<file path="src/rtl/addsub16_seq.sv">
// addsub16_seq: sequential add/subtract unit that pushes the operands through
// one SLICE-bit adder slice per cycle, LSB slice first, with the carry/borrow
// held in a flip-flop between slices. Valid/ready handshakes sit on both the
// operand side and the result side.
//
// Optional feature: define ADDSUB_OVF_EN to add the 'ovf' output. It reports
// two's-complement signed overflow, taken from the final slice as the carry
// into the MSB XOR the carry out of the MSB.
//
// Subtraction is done as a + ~b + ~c_in. The operand B is inverted when it is
// captured, so the slice datapath only ever adds. As a result c_out is the raw
// carry, which means that for a subtraction the borrow is ~c_out.

module addsub16_seq #(
    parameter int WIDTH = 16,
    parameter int SLICE = 4
) (
    input  logic             clk,
    input  logic             rst_n,
    input  logic             in_valid,
    output logic             in_ready,
    input  logic [WIDTH-1:0] a,
    input  logic [WIDTH-1:0] b,
    input  logic             sub,
    input  logic             c_in,
    output logic             out_valid,
    input  logic             out_ready,
    output logic [WIDTH-1:0] sum,
    output logic             c_out
`ifdef ADDSUB_OVF_EN
    ,
    output logic             ovf
`endif
);

    localparam int NSL = WIDTH / SLICE;
    localparam int CW  = (NSL > 1) ? $clog2(NSL) : 1;
    localparam logic [CW-1:0] LAST = CW'(NSL - 1);

    typedef enum logic [1:0] {
        IDLE,
        RUN,
        DONE
    } state_t;

    state_t                 state_q, state_d;
    logic [WIDTH-1:0]       opA_q, opA_d;
    logic [WIDTH-1:0]       opB_q, opB_d;
    logic                   carry_q, carry_d;
    logic [CW-1:0]          count_q, count_d;
    logic [WIDTH-SLICE-1:0] acc_q, acc_d;
    logic [WIDTH-1:0]       sum_q, sum_d;
    logic                   cout_q, cout_d;
    logic [SLICE:0]         sliceTotal;
    logic [WIDTH-1:0]       accNext;
`ifdef ADDSUB_OVF_EN
    logic                   ovf_q, ovf_d;
    logic                   msbCarryIn;
`endif

    // The single adder slice always works on the low slice of the shifting
    // operand registers. Shifting them right each cycle is the same as
    // selecting slice [count*SLICE +: SLICE] of the latched operands.
    assign sliceTotal = {1'b0, opA_q[SLICE-1:0]} + {1'b0, opB_q[SLICE-1:0]}
                      + {{SLICE{1'b0}}, carry_q};

    // The new slice result enters at the top of the accumulator. After the
    // last slice, the full word is therefore in LSB-first order.
    assign accNext = {sliceTotal[SLICE-1:0], acc_q};

`ifdef ADDSUB_OVF_EN
    // Recover the carry into the slice MSB from the sum bit of that position.
    assign msbCarryIn = opA_q[SLICE-1] ^ opB_q[SLICE-1] ^ sliceTotal[SLICE-1];
`endif

    // Next-state and datapath update: capture operands, run the slices,
    // publish the result, and then wait for the consumer.
    always_comb begin
        state_d = state_q;
        opA_d   = opA_q;
        opB_d   = opB_q;
        carry_d = carry_q;
        count_d = count_q;
        acc_d   = acc_q;
        sum_d   = sum_q;
        cout_d  = cout_q;
`ifdef ADDSUB_OVF_EN
        ovf_d   = ovf_q;
`endif
        case (state_q)
            IDLE: begin
                if (in_valid) begin
                    opA_d   = a;
                    opB_d   = b ^ {WIDTH{sub}};
                    carry_d = sub ? ~c_in : c_in;
                    count_d = '0;
                    acc_d   = '0;
                    state_d = RUN;
                end
            end
            RUN: begin
                opA_d   = opA_q >> SLICE;
                opB_d   = opB_q >> SLICE;
                carry_d = sliceTotal[SLICE];
                acc_d   = accNext[WIDTH-1:SLICE];
                count_d = count_q + CW'(1);
                if (count_q == LAST) begin
                    sum_d   = accNext;
                    cout_d  = sliceTotal[SLICE];
`ifdef ADDSUB_OVF_EN
                    ovf_d   = msbCarryIn ^ sliceTotal[SLICE];
`endif
                    count_d = '0;
                    state_d = DONE;
                end
            end
            DONE: begin
                if (out_ready) begin
                    state_d = IDLE;
                end
            end
            default: begin
                state_d = IDLE;
            end
        endcase
    end

    // State and datapath registers, with a synchronous active-low reset that
    // aborts any operation in flight.
    always_ff @(posedge clk) begin
        if (!rst_n) begin
            state_q <= IDLE;
            opA_q   <= '0;
            opB_q   <= '0;
            carry_q <= 1'b0;
            count_q <= '0;
            acc_q   <= '0;
            sum_q   <= '0;
            cout_q  <= 1'b0;
`ifdef ADDSUB_OVF_EN
            ovf_q   <= 1'b0;
`endif
        end else begin
            state_q <= state_d;
            opA_q   <= opA_d;
            opB_q   <= opB_d;
            carry_q <= carry_d;
            count_q <= count_d;
            acc_q   <= acc_d;
            sum_q   <= sum_d;
            cout_q  <= cout_d;
`ifdef ADDSUB_OVF_EN
            ovf_q   <= ovf_d;
`endif
        end
    end

    assign in_ready  = (state_q == IDLE);
    assign out_valid = (state_q == DONE);
    assign sum       = sum_q;
    assign c_out     = cout_q;
`ifdef ADDSUB_OVF_EN
    assign ovf       = ovf_q;
`endif

endmodule

</file>
<file path="config.mk">
export PLATFORM = sky130hd
export DESIGN_NAME = addsub16_seq
export DESIGN_NICKNAME = d
export VERILOG_FILES = /design/src/rtl/addsub16_seq.sv
export SDC_FILE = /design/constraint.sdc
export NUM_CORES = 1
export LEC_CHECK = 0
export BUFFER_PORTS_ARGS = -buffer_cell sky130_fd_sc_hd__buf_2
export CAP_MARGIN = 20
export CORE_AREA = 2 2 113 115
export DETAILED_ROUTE_END_ITERATION = 8
export DIE_AREA = 0 0 115 117
export GPL_TIMING_DRIVEN = 0
export PLACE_DENSITY = 0.52
export SLEW_MARGIN = 20
export SYNTH_ARGS = -nofsm -noshare
export SYNTH_HDL_FRONTEND = slang
export SYNTH_SLANG_ARGS = --single-unit
</file>
<file path="constraint.sdc">
create_clock -name clk -period 3.4 [get_ports clk]
set_input_delay 0.51 -clock clk [delete_from_list [all_inputs] [get_ports clk]]
set_output_delay 0.51 -clock clk [all_outputs]
set_load 0.05 [all_outputs]
</file>
==> flow_summary.toml, run 1 <==
[status]
outcome = "completed"

[placed_design]
hpwl_um = 5740
post-place-cells = 527
port_buffers = 54
place_congestion = 0.757

[min_path]
hp-class = "register to register"
hold_end = "sum[13]"
whs_path_depth = 2
worstHoldStart = "sum[13]"

[final_layout]
multiInputGateArea_mm2 = 0.00150
layout.nets = 432
seq_area_mm2 = 0.00132
antenna_cells = 0
drive_above_1_share = 0.262
syn_to_final_growth_pct = 24.4
fillCellCount = 1338
final_cells = 543
fin_util = 0.305

[pwr]
internal-power_mw = 1.41
ir_drop_uv = 228
powerDensity_mw_per_mm2 = 513
sw_frac_of_total = 0.266
clockPowerShare = 0.442
pwr-share-comb = 0.121
p_sw_uw = 514
power_mw = 1.93
seqPwrFrac = 0.437
power.leakage_nw = 1.49

[clocking]
cts_buffers = 9
cts_tree = "done"
h-tree-depth = 3
clock_path_buffers = 2
clkSinkCount = 66
cts_resized = 0
post_cts_buffers = 0
path_clk_slew_ns = 0.06
cts_hold_buf = 0
cts_root_buf = "clkbuf_16"
clk_latency_ns = 0.33

[synthesis]
synthArstFlopShare = 0
syn_nets = 367
synth_fa_ha_area_frac = 0.0298
synth_edf_count = 0
netlist_instances = 323
synth_cell_types = 46
synth-compound-area-share = 0.257
avgSynthCellArea_um2 = 9.36
synth_top_family_by_area = "compound AO/OA/AOI/OAI gates"
synthMuxAreaShare = 0
ys_ff_latch = 66
seq_area_frac_synth = 0.437
synthXorXnorAreaFrac = 0.0521
syn_area_mm2 = 0.00302
synth_top_flop_cell = "dfxtp_1"
synth_warnings = 0
synthSimpleGateAreaFrac = 0.157

[detailed_routing]
drtPass1Iterations = 4
drcViolationCount = 0
avgRoutedWirePerCell_um = 14.2
wirelength_um = 7710
vias = 2518
vias_per_cell = 4.64
initialDrtViolationCount = 128
ant_nets = 0

[floorplanning]
core_mm2 = 0.0123
die_area_mm2 = 0.0135
start_util = 0.246
pin_count = 57
num_rows = 41
die_x_um = 115
die_y_um = 117

[sta]
fmaxAchievable_ghz = 0.475
rsz0062_at_grt = "no"
tns_ns = 0
holdWs_ns = 0.450
finalSetupViolations = 0
slew_headroom = 0.663
finalHoldViolCount = 0
worst_pin_slew_ns = 0.505
fin_skew_ns = 0.00583
drv_slew = 0
finalCriticalPeriod_ns = 2.11
period_share = 0.620

[setup_path]
reg2reg_from = "opB_q[0]"
r2r_slack_ns = 1.66
worstPathRequired_ns = 2.89
regToRegEndpoint = "c_out"
r2r_cells = 7
start_kind = "register"
cp_max_fo = 10
cp-end-kind = "output port"
crit_arrival_ns = 1.60
critPathKind = "register to output port"

[grt]
grt_pass1_wl_um = 12700
grt.total_usage = 0.122
antenna_found_initial = 0
grt_max_degree = 14
overflow = 0
grt_pass1_vias = 2513

[flow_run]
cap_viol_max_count = 0
-- cells in the final DEF, fill, tap and decap left out, types with 6 or more instances in the layout --
cell type,count
buf_4,8
a211oi_1,6
a21oi_1,30
xor2_1,12
dfxtp_1,66
inv_1,6
or3b_1,10
o2bb2ai_1,14
xnor2_1,6
clkbuf_16,9
nand2_1,31
buf_2,60
o221ai_1,10
a22oi_1,23
o21ai_0,12
nor2_1,24
-- layout make-up --
cell class / instances / area share
buffer: 26 / 0.0462
multi-input combinational: 223 / 0.399
timing repair buffer: 54 / 0.0719
clock buffer: 9 / 0.0599
clock inverter: 7 / 0.0143
inverter: 8 / 0.00798
sequential: 66 / 0.351
tap: 150 / 0.0499
-- worst max-delay path, stage by stage, from the launching register on --
cell and delay (ns):
dfxtp_1 0.55, buf_6 0.20, nor2b_1 0.21, buf_2 0.30
-- cell usage after synthesis, types with 2 or more instances --
cell | instances | area, um^2
dfxtp_1 | 66 | 1320
nand2_1 | 31 | 116
a21oi_1 | 30 | 150
nor2_1 | 24 | 90.1
a22oi_1 | 23 | 173
o2bb2ai_1 | 14 | 123
o21ai_0 | 12 | 60.1
xor2_1 | 12 | 105
o221ai_1 | 10 | 87.6
or3b_1 | 10 | 87.6
buf_4 | 8 | 60.1
a211oi_1 | 6 | 45.0
buf_2 | 6 | 30.0
inv_1 | 6 | 22.5
xnor2_1 | 6 | 52.6
buf_6 | 5 | 56.3
clkbuf_1 | 5 | 18.8
nor2b_1 | 5 | 31.3
and3b_1 | 4 | 35.0
ha_1 | 4 | 50.1
and2_1 | 3 | 18.8
a211oi_2 | 2 | 25.0
a2bb2oi_1 | 2 | 17.5
fa_1 | 2 | 40.0
inv_2 | 2 | 7.51
nand2b_1 | 2 | 12.5
nand4_1 | 2 | 12.5
nor2_2 | 2 | 12.5
o311ai_1 | 2 | 17.5
-- power groups by stage --
stage	combinational (mW)	clock (mW)	sequential, mW
after floorplan	0.165	0	0.851
after global placement	0.231	0	0.860
after detailed placement	0.235	0	0.859
after CTS	0.236	0.881	0.843
after global routing	0.261	0.920	0.848
final	0.233	0.852	0.843
-- metal layers --
| metal | up-vias | routed length, um | share of wire | track usage |
|---|---|---|---|---|
| met5 | - | 0 | 0 | 0 |
| met4 | 0 | 169 | 0.022 | 0.0699 |
| met1 | 1151 | 3770 | 0.49 | 0.161 |
| met3 | 10 | 206 | 0.027 | 0.0247 |
| li1 | 1304 | - | - | - |
| met2 | 53 | 3560 | 0.46 | 0.187 |
-- cell families (layout without fill, tap and decap cells) --
| logic type | Yosys count | count (layout) |
|---|---|---|
| AO/OA/AOI/OAI | 109 | 109 |
| AND/OR/NAND/NOR | 90 | 90 |
| flip-flops | 66 | 66 |
| buffers and inverters | 34 | 104 |
| XOR/XNOR | 18 | 18 |
| adder cells (fa/ha/maj) | 6 | 6 |
-- stage by stage --
stage,setup WS (ns),cell area [um^2]
after global placement,1.60,3480
after floorplan,1.57,3020
final,1.29,3760
after detailed placement,1.60,3480
after CTS,1.24,3760
after global routing,1.17,3760
-- worst max-delay path by stage --
stage | slack [ns] | startpoint | endpoint | depth (start not counted)
after CTS | 1.24 | state_q[1] | out_valid | 3
after global routing | 1.17 | state_q[1] | out_valid | 3
after floorplan | 1.57 | state_q[1] | out_valid | 2
after global placement | 1.60 | state_q[1] | out_valid | 3
final | 1.29 | state_q[1] | out_valid | 3
after detailed placement | 1.60 | state_q[1] | out_valid | 3
-- state kept, by name, indices dropped and copies added (netlist names) --
| name | flops |
|---|---|
| count_q | 2 |
| state_q | 2 |
| acc_q | 12 |
| sum | 16 |
| carry_q | 1 |
| opA_q | 16 |
| c_out | 1 |
| opB_q | 16 |
Power figures use the tool's default switching activity.
==> run 2, diff against run 1 <==
--- a/config.mk
+++ b/config.mk
@@ -5,13 +5,14 @@
 export SDC_FILE = /design/constraint.sdc
 export NUM_CORES = 1
 export LEC_CHECK = 0
+export ABC_AREA = 1
 export BUFFER_PORTS_ARGS = -buffer_cell sky130_fd_sc_hd__buf_2
 export CAP_MARGIN = 20
-export CORE_AREA = 2 2 113 115
+export CORE_AREA = 2 2 112 114
 export DETAILED_ROUTE_END_ITERATION = 8
-export DIE_AREA = 0 0 115 117
+export DIE_AREA = 0 0 114 116
 export GPL_TIMING_DRIVEN = 0
-export PLACE_DENSITY = 0.52
+export PLACE_DENSITY = 0.53
 export SLEW_MARGIN = 20
 export SYNTH_ARGS = -nofsm -noshare
 export SYNTH_HDL_FRONTEND = slang
==> constraint.sdc (replaced) <==
create_clock -name clk -period 1.76 [get_ports clk]
set_input_delay 0.264 -clock clk [delete_from_list [all_inputs] [get_ports clk]]
set_output_delay 0.264 -clock clk [all_outputs]
set_load 0.05 [all_outputs]
==> run 2 against run 1 <==
Final area decreased by 0.63%. Clock skew decreased by 0.00073 ns. Largest power group unchanged. Synthesized area decreased by 2.8%. Flip-flop and latch count unchanged. First-iteration DRC count increased by 16%. Highest routed layer unchanged. Register-to-register slack got worse by 1.6 ns. Combinational power increased by 89%. Sequential power increased by 90%.
==> flow_summary.toml, run 2 <==
[clocking]
cts_root_buf = "clkbuf_16"
clkSinkCount = 66
h-tree-depth = 3
path_clk_slew_ns = 0.06
cts_buffers = 9
clock_path_buffers = 2
cts_tree = "done"
clk_latency_ns = 0.34

[synthesis]
synthMuxAreaShare = 0
synthXorXnorAreaFrac = 0.0536
synthArstFlopShare = 0
synth_warnings = 0
synth_top_flop_cell = "dfxtp_1"
ys_ff_latch = 66
synth_edf_count = 0
seq_area_frac_synth = 0.450
synth_cell_types = 26
synthSimpleGateAreaFrac = 0.278
avgSynthCellArea_um2 = 7.27
yosys-top-cells-count = "nand2_1 (140), dfxtp_1 (66), nor2_1 (50)"
synth_fa_ha_area_frac = 0.0307
syn_area_mm2 = 0.00294
synth_top_area_cell = "dfxtp_1"
synth_area_leaders = "dfxtp_1 (45%), nand2_1 (18%), a21oi_1 (6.6%), nor2_1 (6.4%), xnor2_1 (4.5%)"
yosysTopAreaCellShare = 0.450
synth-compound-area-share = 0.0996
synth_most_common_cell = "nand2_1"
syn_nets = 448
synth_top_family_by_area = "simple AND/OR/NAND/NOR gates"
netlist_instances = 404

[setup_path]
regToRegEndpoint = "carry_q"
crit_arrival_ns = 1.88
r2r_slack_ns = 0.10
critPathKind = "register to register"
worstSetupEndpoint = "carry_q"
r2r_cells = 9
worstPathRequired_ns = 1.99
start_kind = "register"
cp_max_fo = 3
cp-end-kind = "register"
reg2reg_from = "opA_q[0]"
crit_path_start = "opA_q[0]"

[grt]
grt_pass1_wl_um = 12300
grt_pass1_vias = 2521
overflow = 0
grt_max_degree = 14
antenna_found_initial = 0
grt.total_usage = 0.121

[floorplanning]
core_mm2 = 0.0119
die_area_mm2 = 0.0132
num_rows = 40
die_y_um = 116
pin_count = 57
die_x_um = 114
start_util = 0.247

[sta]
finalHoldViolCount = 0
worst_pin_slew_ns = 0.557
finalCriticalPeriod_ns = 1.66
period_share = 0.940
fin_skew_ns = 0.00510
tns_ns = 0
fin_ws_ns = 0.105
fmaxAchievable_ghz = 0.604
rsz0062_at_grt = "no"
drv_slew = 0
slew_headroom = 0.629
finalSetupViolations = 0

[placed_design]
place_congestion = 0.777
pre_cts_ws_ns = 0.0611
hpwl_um = 5590
port_buffers = 55

[status]
outcome = "completed"

[final_layout]
fin_util = 0.314
layout_common_cells = "nand2_1 (140), dfxtp_1 (66), buf_2 (59)"
drive_above_1_share = 0.206
syn_to_final_growth_pct = 27.2
fillCellCount = 1313
layout.nets = 515
multiInputGateArea_mm2 = 0.00136
seq_area_mm2 = 0.00132
antenna_cells = 0
mostFrequentLayoutCell = "nand2_1"

[detailed_routing]
wirelength_um = 7560
initialDrtViolationCount = 148
ant_nets = 0
drtPass1Iterations = 4
drcViolationCount = 0
vias = 2620
avgRoutedWirePerCell_um = 12.1
vias_per_cell = 4.21

[pwr]
power.leakage_nw = 1.72
powerDensity_mw_per_mm2 = 1070
ir_drop_uv = 436

[min_path]
hp-class = "input port to register"

[flow_run]
cap_viol_max_count = 0
## run 2: changes by cell type after synthesis, moves of 4 or more
cell,change
o221ai_1,-9
nand2_1,+109
and3b_1,-4
xnor2_1,+9
xor2_1,-9
nand3_1,+12
a22oi_1,-23
a211oi_1,-5
inv_1,+17
nor2_1,+26
or3b_1,-10
a21oi_1,+9
o2bb2ai_1,-14
nor2b_1,-5
## run 2: how the worst min path moves through the flow
stage,startpoint,to,slack (ns),depth (start not counted)
after floorplan,a[12],opA_q[12],0.41,2
after global placement,opA_q[15],opA_q[15],0.45,2
after detailed placement,sum[9],sum[9],0.45,2
after CTS,a[14],opA_q[14],0.17,3
after global routing,a[13],opA_q[13],0.18,3
final,a[14],opA_q[14],0.17,3
## run 2: power breakdown
group | internal, mW | switching (mW) | total (mW)
combinational | 0.176 | 0.265 | 0.441
sequential | 1.56 | 0.0407 | 1.60
clock | 1.25 | 0.703 | 1.95
total | 2.99 | 1.01 | 4.00
## run 2: repair_timing
item                       in CTS  in global routing
gates resized for setup         0                  1
hold buffers                    0                  0
setup endpoints to repair       0                  1
buffers inserted                0                  1
## run 2: routing by layer
| metal | wire length (um) | GRT usage | share of wire |
|---|---|---|---|
| met4 | 122 | 0.0488 | 0.016 |
| met2 | 3370 | 0.188 | 0.45 |
| met1 | 3660 | 0.156 | 0.48 |
| met3 | 412 | 0.0387 | 0.055 |
| met5 | 0 | 0 | 0 |
## run 2: per-stage QoR
stage / cells / total power [mW] / hold WS (ns) / instance area [um^2]
after floorplan: 404 / 1.93 / 0.411 / 2940
after global placement: 606 / 2.07 / 0.451 / 3400
after detailed placement: 606 / 2.08 / 0.453 / 3400
after CTS: 622 / 4.05 / 0.169 / 3730
after global routing: 623 / 4.18 / 0.179 / 3740
final: 623 / 4.00 / 0.174 / 3740
## run 2: cells by family after synthesis
kind of cell | count (synthesis)
AOI/OAI and AO/OA | 56
and+or+nand+nor | 209
DFF | 66
adders and majority gates | 6
buffers and inverters | 49
xor gates and xnor gates | 18
## run 2: worst max-delay path: stages (launching register included)
cell	delay (ns)
dfxtp_1	0.29
inv_1	0.10
fa_1	0.19
inv_1	0.07
fa_1	0.41
nand2_1	0.09
nand2_1	0.06
a21oi_2	0.16
and2_1	0.14
nor2_1	0.04
## run 2: cell type report
| type | instances | area share |
|---|---|---|
| Tap cell | 147 | 0.0492 |
| Clock inverter | 7 | 0.0275 |
| Multi-Input combinational cell | 289 | 0.364 |
| Timing Repair Buffer | 56 | 0.0757 |
| Inverter | 28 | 0.0281 |
| Sequential cell | 66 | 0.354 |
| Clock buffer | 9 | 0.0603 |
| Buffer | 21 | 0.0418 |
==> run 3, diff against run 2 <==
--- a/config.mk
+++ b/config.mk
@@ -8,11 +8,12 @@
 export ABC_AREA = 1
 export BUFFER_PORTS_ARGS = -buffer_cell sky130_fd_sc_hd__buf_2
 export CAP_MARGIN = 20
-export CORE_AREA = 2 2 112 114
+export CORE_AREA = 2 2 102 104
+export CTS_BUF_LIST = sky130_fd_sc_hd__clkbuf_4
 export DETAILED_ROUTE_END_ITERATION = 8
-export DIE_AREA = 0 0 114 116
+export DIE_AREA = 0 0 104 106
 export GPL_TIMING_DRIVEN = 0
-export PLACE_DENSITY = 0.53
+export PLACE_DENSITY = 0.6
 export SLEW_MARGIN = 20
 export SYNTH_ARGS = -nofsm -noshare
 export SYNTH_HDL_FRONTEND = slang
==> run 3 against run 2 <==
Clock power is 51% lower. Utilization increased by 4.0 points. Power down 25%. Non-clock buffer count down 1. Global-route usage up 1.6 points. Maximum frequency increased by 1.3%. Final area fell by 5.5%. Combinational power is 2% higher. Sequential share of layout area increased by 2.0 points. Hold slack worse by 0.083 ns. Largest power group is now sequential cells. Routed wire length down 3.5%.
==> flow_summary.toml, run 3 (synthesis results as in run 2) <==
[status]
outcome = "completed"

[setup_path]
r2r_slack_ns = 0.13
crit_path_start = "opA_q[0]"
path_cells = "inv_1 > fa_2 > inv_2 > fa_2 > nand2_1 > nand2_1 > a21oi_2 > and2_1 > nor2_1"
cp-end-kind = "register"
start_kind = "register"
crit_buf_inv = 2
worstPathRequired_ns = 2.06
cp_max_fo = 3
cp_top_family = "adder cells"
slowest_stage = "fa_2"
crit_arrival_ns = 1.94
critPathKind = "register to register"
regToRegEndpoint = "carry_q"
r2r_cells = 9
max_stage_delay_ns = 0.38
reg2reg_from = "opA_q[0]"

[pwr]
powerDensity_mw_per_mm2 = 851
seqPwrFrac = 0.533
pwr-share-comb = 0.149
p_sw_uw = 950
clockPowerShare = 0.317
power.leakage_nw = 1.62
sw_frac_of_total = 0.316
ir_drop_uv = 334
internal-power_mw = 2.06

[detailed_routing]
drcViolationCount = 0
drtPass1Iterations = 4
vias_per_cell = 4.34
vias = 2651
initialDrtViolationCount = 166
wirelength_um = 7290
avgRoutedWirePerCell_um = 11.9
ant_nets = 0

[placed_design]
hpwl_um = 5330
post-place-cells = 595
place_congestion = 0.817
pre_cts_ws_ns = 0.118
port_buffers = 55

[sta]
tns_ns = 0
worst_pin_slew_ns = 0.566
fmaxAchievable_ghz = 0.612
period_share = 0.928
holdWs_ns = 0.0913
rsz0062_at_grt = "no"
fin_ws_ns = 0.126
slew_headroom = 0.622
finalHoldViolCount = 0
fin_skew_ns = 0.0231
drv_slew = 0
finalSetupViolations = 0
finalCriticalPeriod_ns = 1.63

[grt]
grt.total_usage = 0.137
met1_usage = 0.170
grt.busiest_layer = "met2"
antenna_found_initial = 0
overflow = 0
grtUsageMet3 = 0.0386
grt_max_degree = 15
grt_pass1_vias = 2584
grt_pass1_wl_um = 12100
grtUsageMet2 = 0.233

[clocking]
cts_resized = 0
cts_root_buf = "clkbuf_4"
clk_latency_ns = 0.41
cts_tree = "done"
h-tree-depth = 3
path_clk_slew_ns = 0.13
cts_buffers = 9
cts_hold_buf = 0
clkSinkCount = 66
clock_path_buffers = 2
post_cts_buffers = 0

[min_path]
whs_path_depth = 3
worstHoldStart = "a[12]"
hp-class = "input port to register"
hold_end = "opA_q[12]"

[final_layout]
layout_common_cells = "nand2_1 (140), dfxtp_1 (66), buf_2 (59)"
fin_util = 0.353
drive_above_1_share = 0.215
fillCellCount = 1132
layout.nets = 514
mostFrequentLayoutCell = "nand2_1"
final_cells = 611
antenna_cells = 0
syn_to_final_growth_pct = 20.2

[floorplanning]
die_y_um = 106
core_mm2 = 0.0100
die_x_um = 104
die_area_mm2 = 0.0110
pin_count = 57
start_util = 0.294
num_rows = 37

[flow_run]
cap_viol_max_count = 0
-- run 3: cell count changes in the layout (fill, tap and decap cells not counted), moves of 2 or more --
cell	change
bufinv_16	-2
clkbuf_16	-9
clkbuf_4	+9
fa_1	-2
fa_2	+2
-- run 3: final cells by class --
class                   instances  area (um^2)  area share
flip-flops and latches         66         1320       0.374
clock inverters                 7         61.3      0.0174
inverters                      28          105      0.0297
well taps                     136          170      0.0482
plain buffers                  21          156      0.0443
multi-input cells             289         1380       0.390
clock buffers                   9         67.6      0.0191
repair buffers                 55          275      0.0779
-- run 3: worst max path at each step --
stage	slack [ns]	end	cells after the start
6_report	0.13	carry_q	9
5_1_grt	0.004	carry_q	9
4_1_cts	0.07	carry_q	9
3_5_place_dp	0.12	carry_q	9
3_3_place_gp	0.12	carry_q	9
2_1_floorplan	0.24	carry_q	5
-- run 3: stage by stage --
step	cell area [um^2]	power [mW]
finish	3530	3.01
global route	3530	3.16
CTS	3510	3.02
detailed placement	3380	2.08
global placement	3380	2.07
floorplan	2940	1.93
-- run 3: worst min-delay path, stage by stage --
cell     delay, ns
buf_2         0.10
nand2_1       0.05
a21oi_1       0.05
-- run 3: power groups by stage --
stage | Combinational, mW | Clock (mW) | Sequential, mW
after floorplan | 0.308 | 0 | 1.63
after global placement | 0.434 | 0 | 1.63
after detailed placement | 0.442 | 0 | 1.64
after CTS | 0.444 | 0.974 | 1.60
after global routing | 0.511 | 1.03 | 1.61
final | 0.448 | 0.954 | 1.60
-- run 3: per-layer routing --
| metal | wire length (um) | share of wire |
|---|---|---|
| met3 | 395 | 0.054 |
| met2 | 3450 | 0.47 |
| met5 | 0 | 0 |
| met4 | 74 | 0.010 |
| met1 | 3370 | 0.46 |
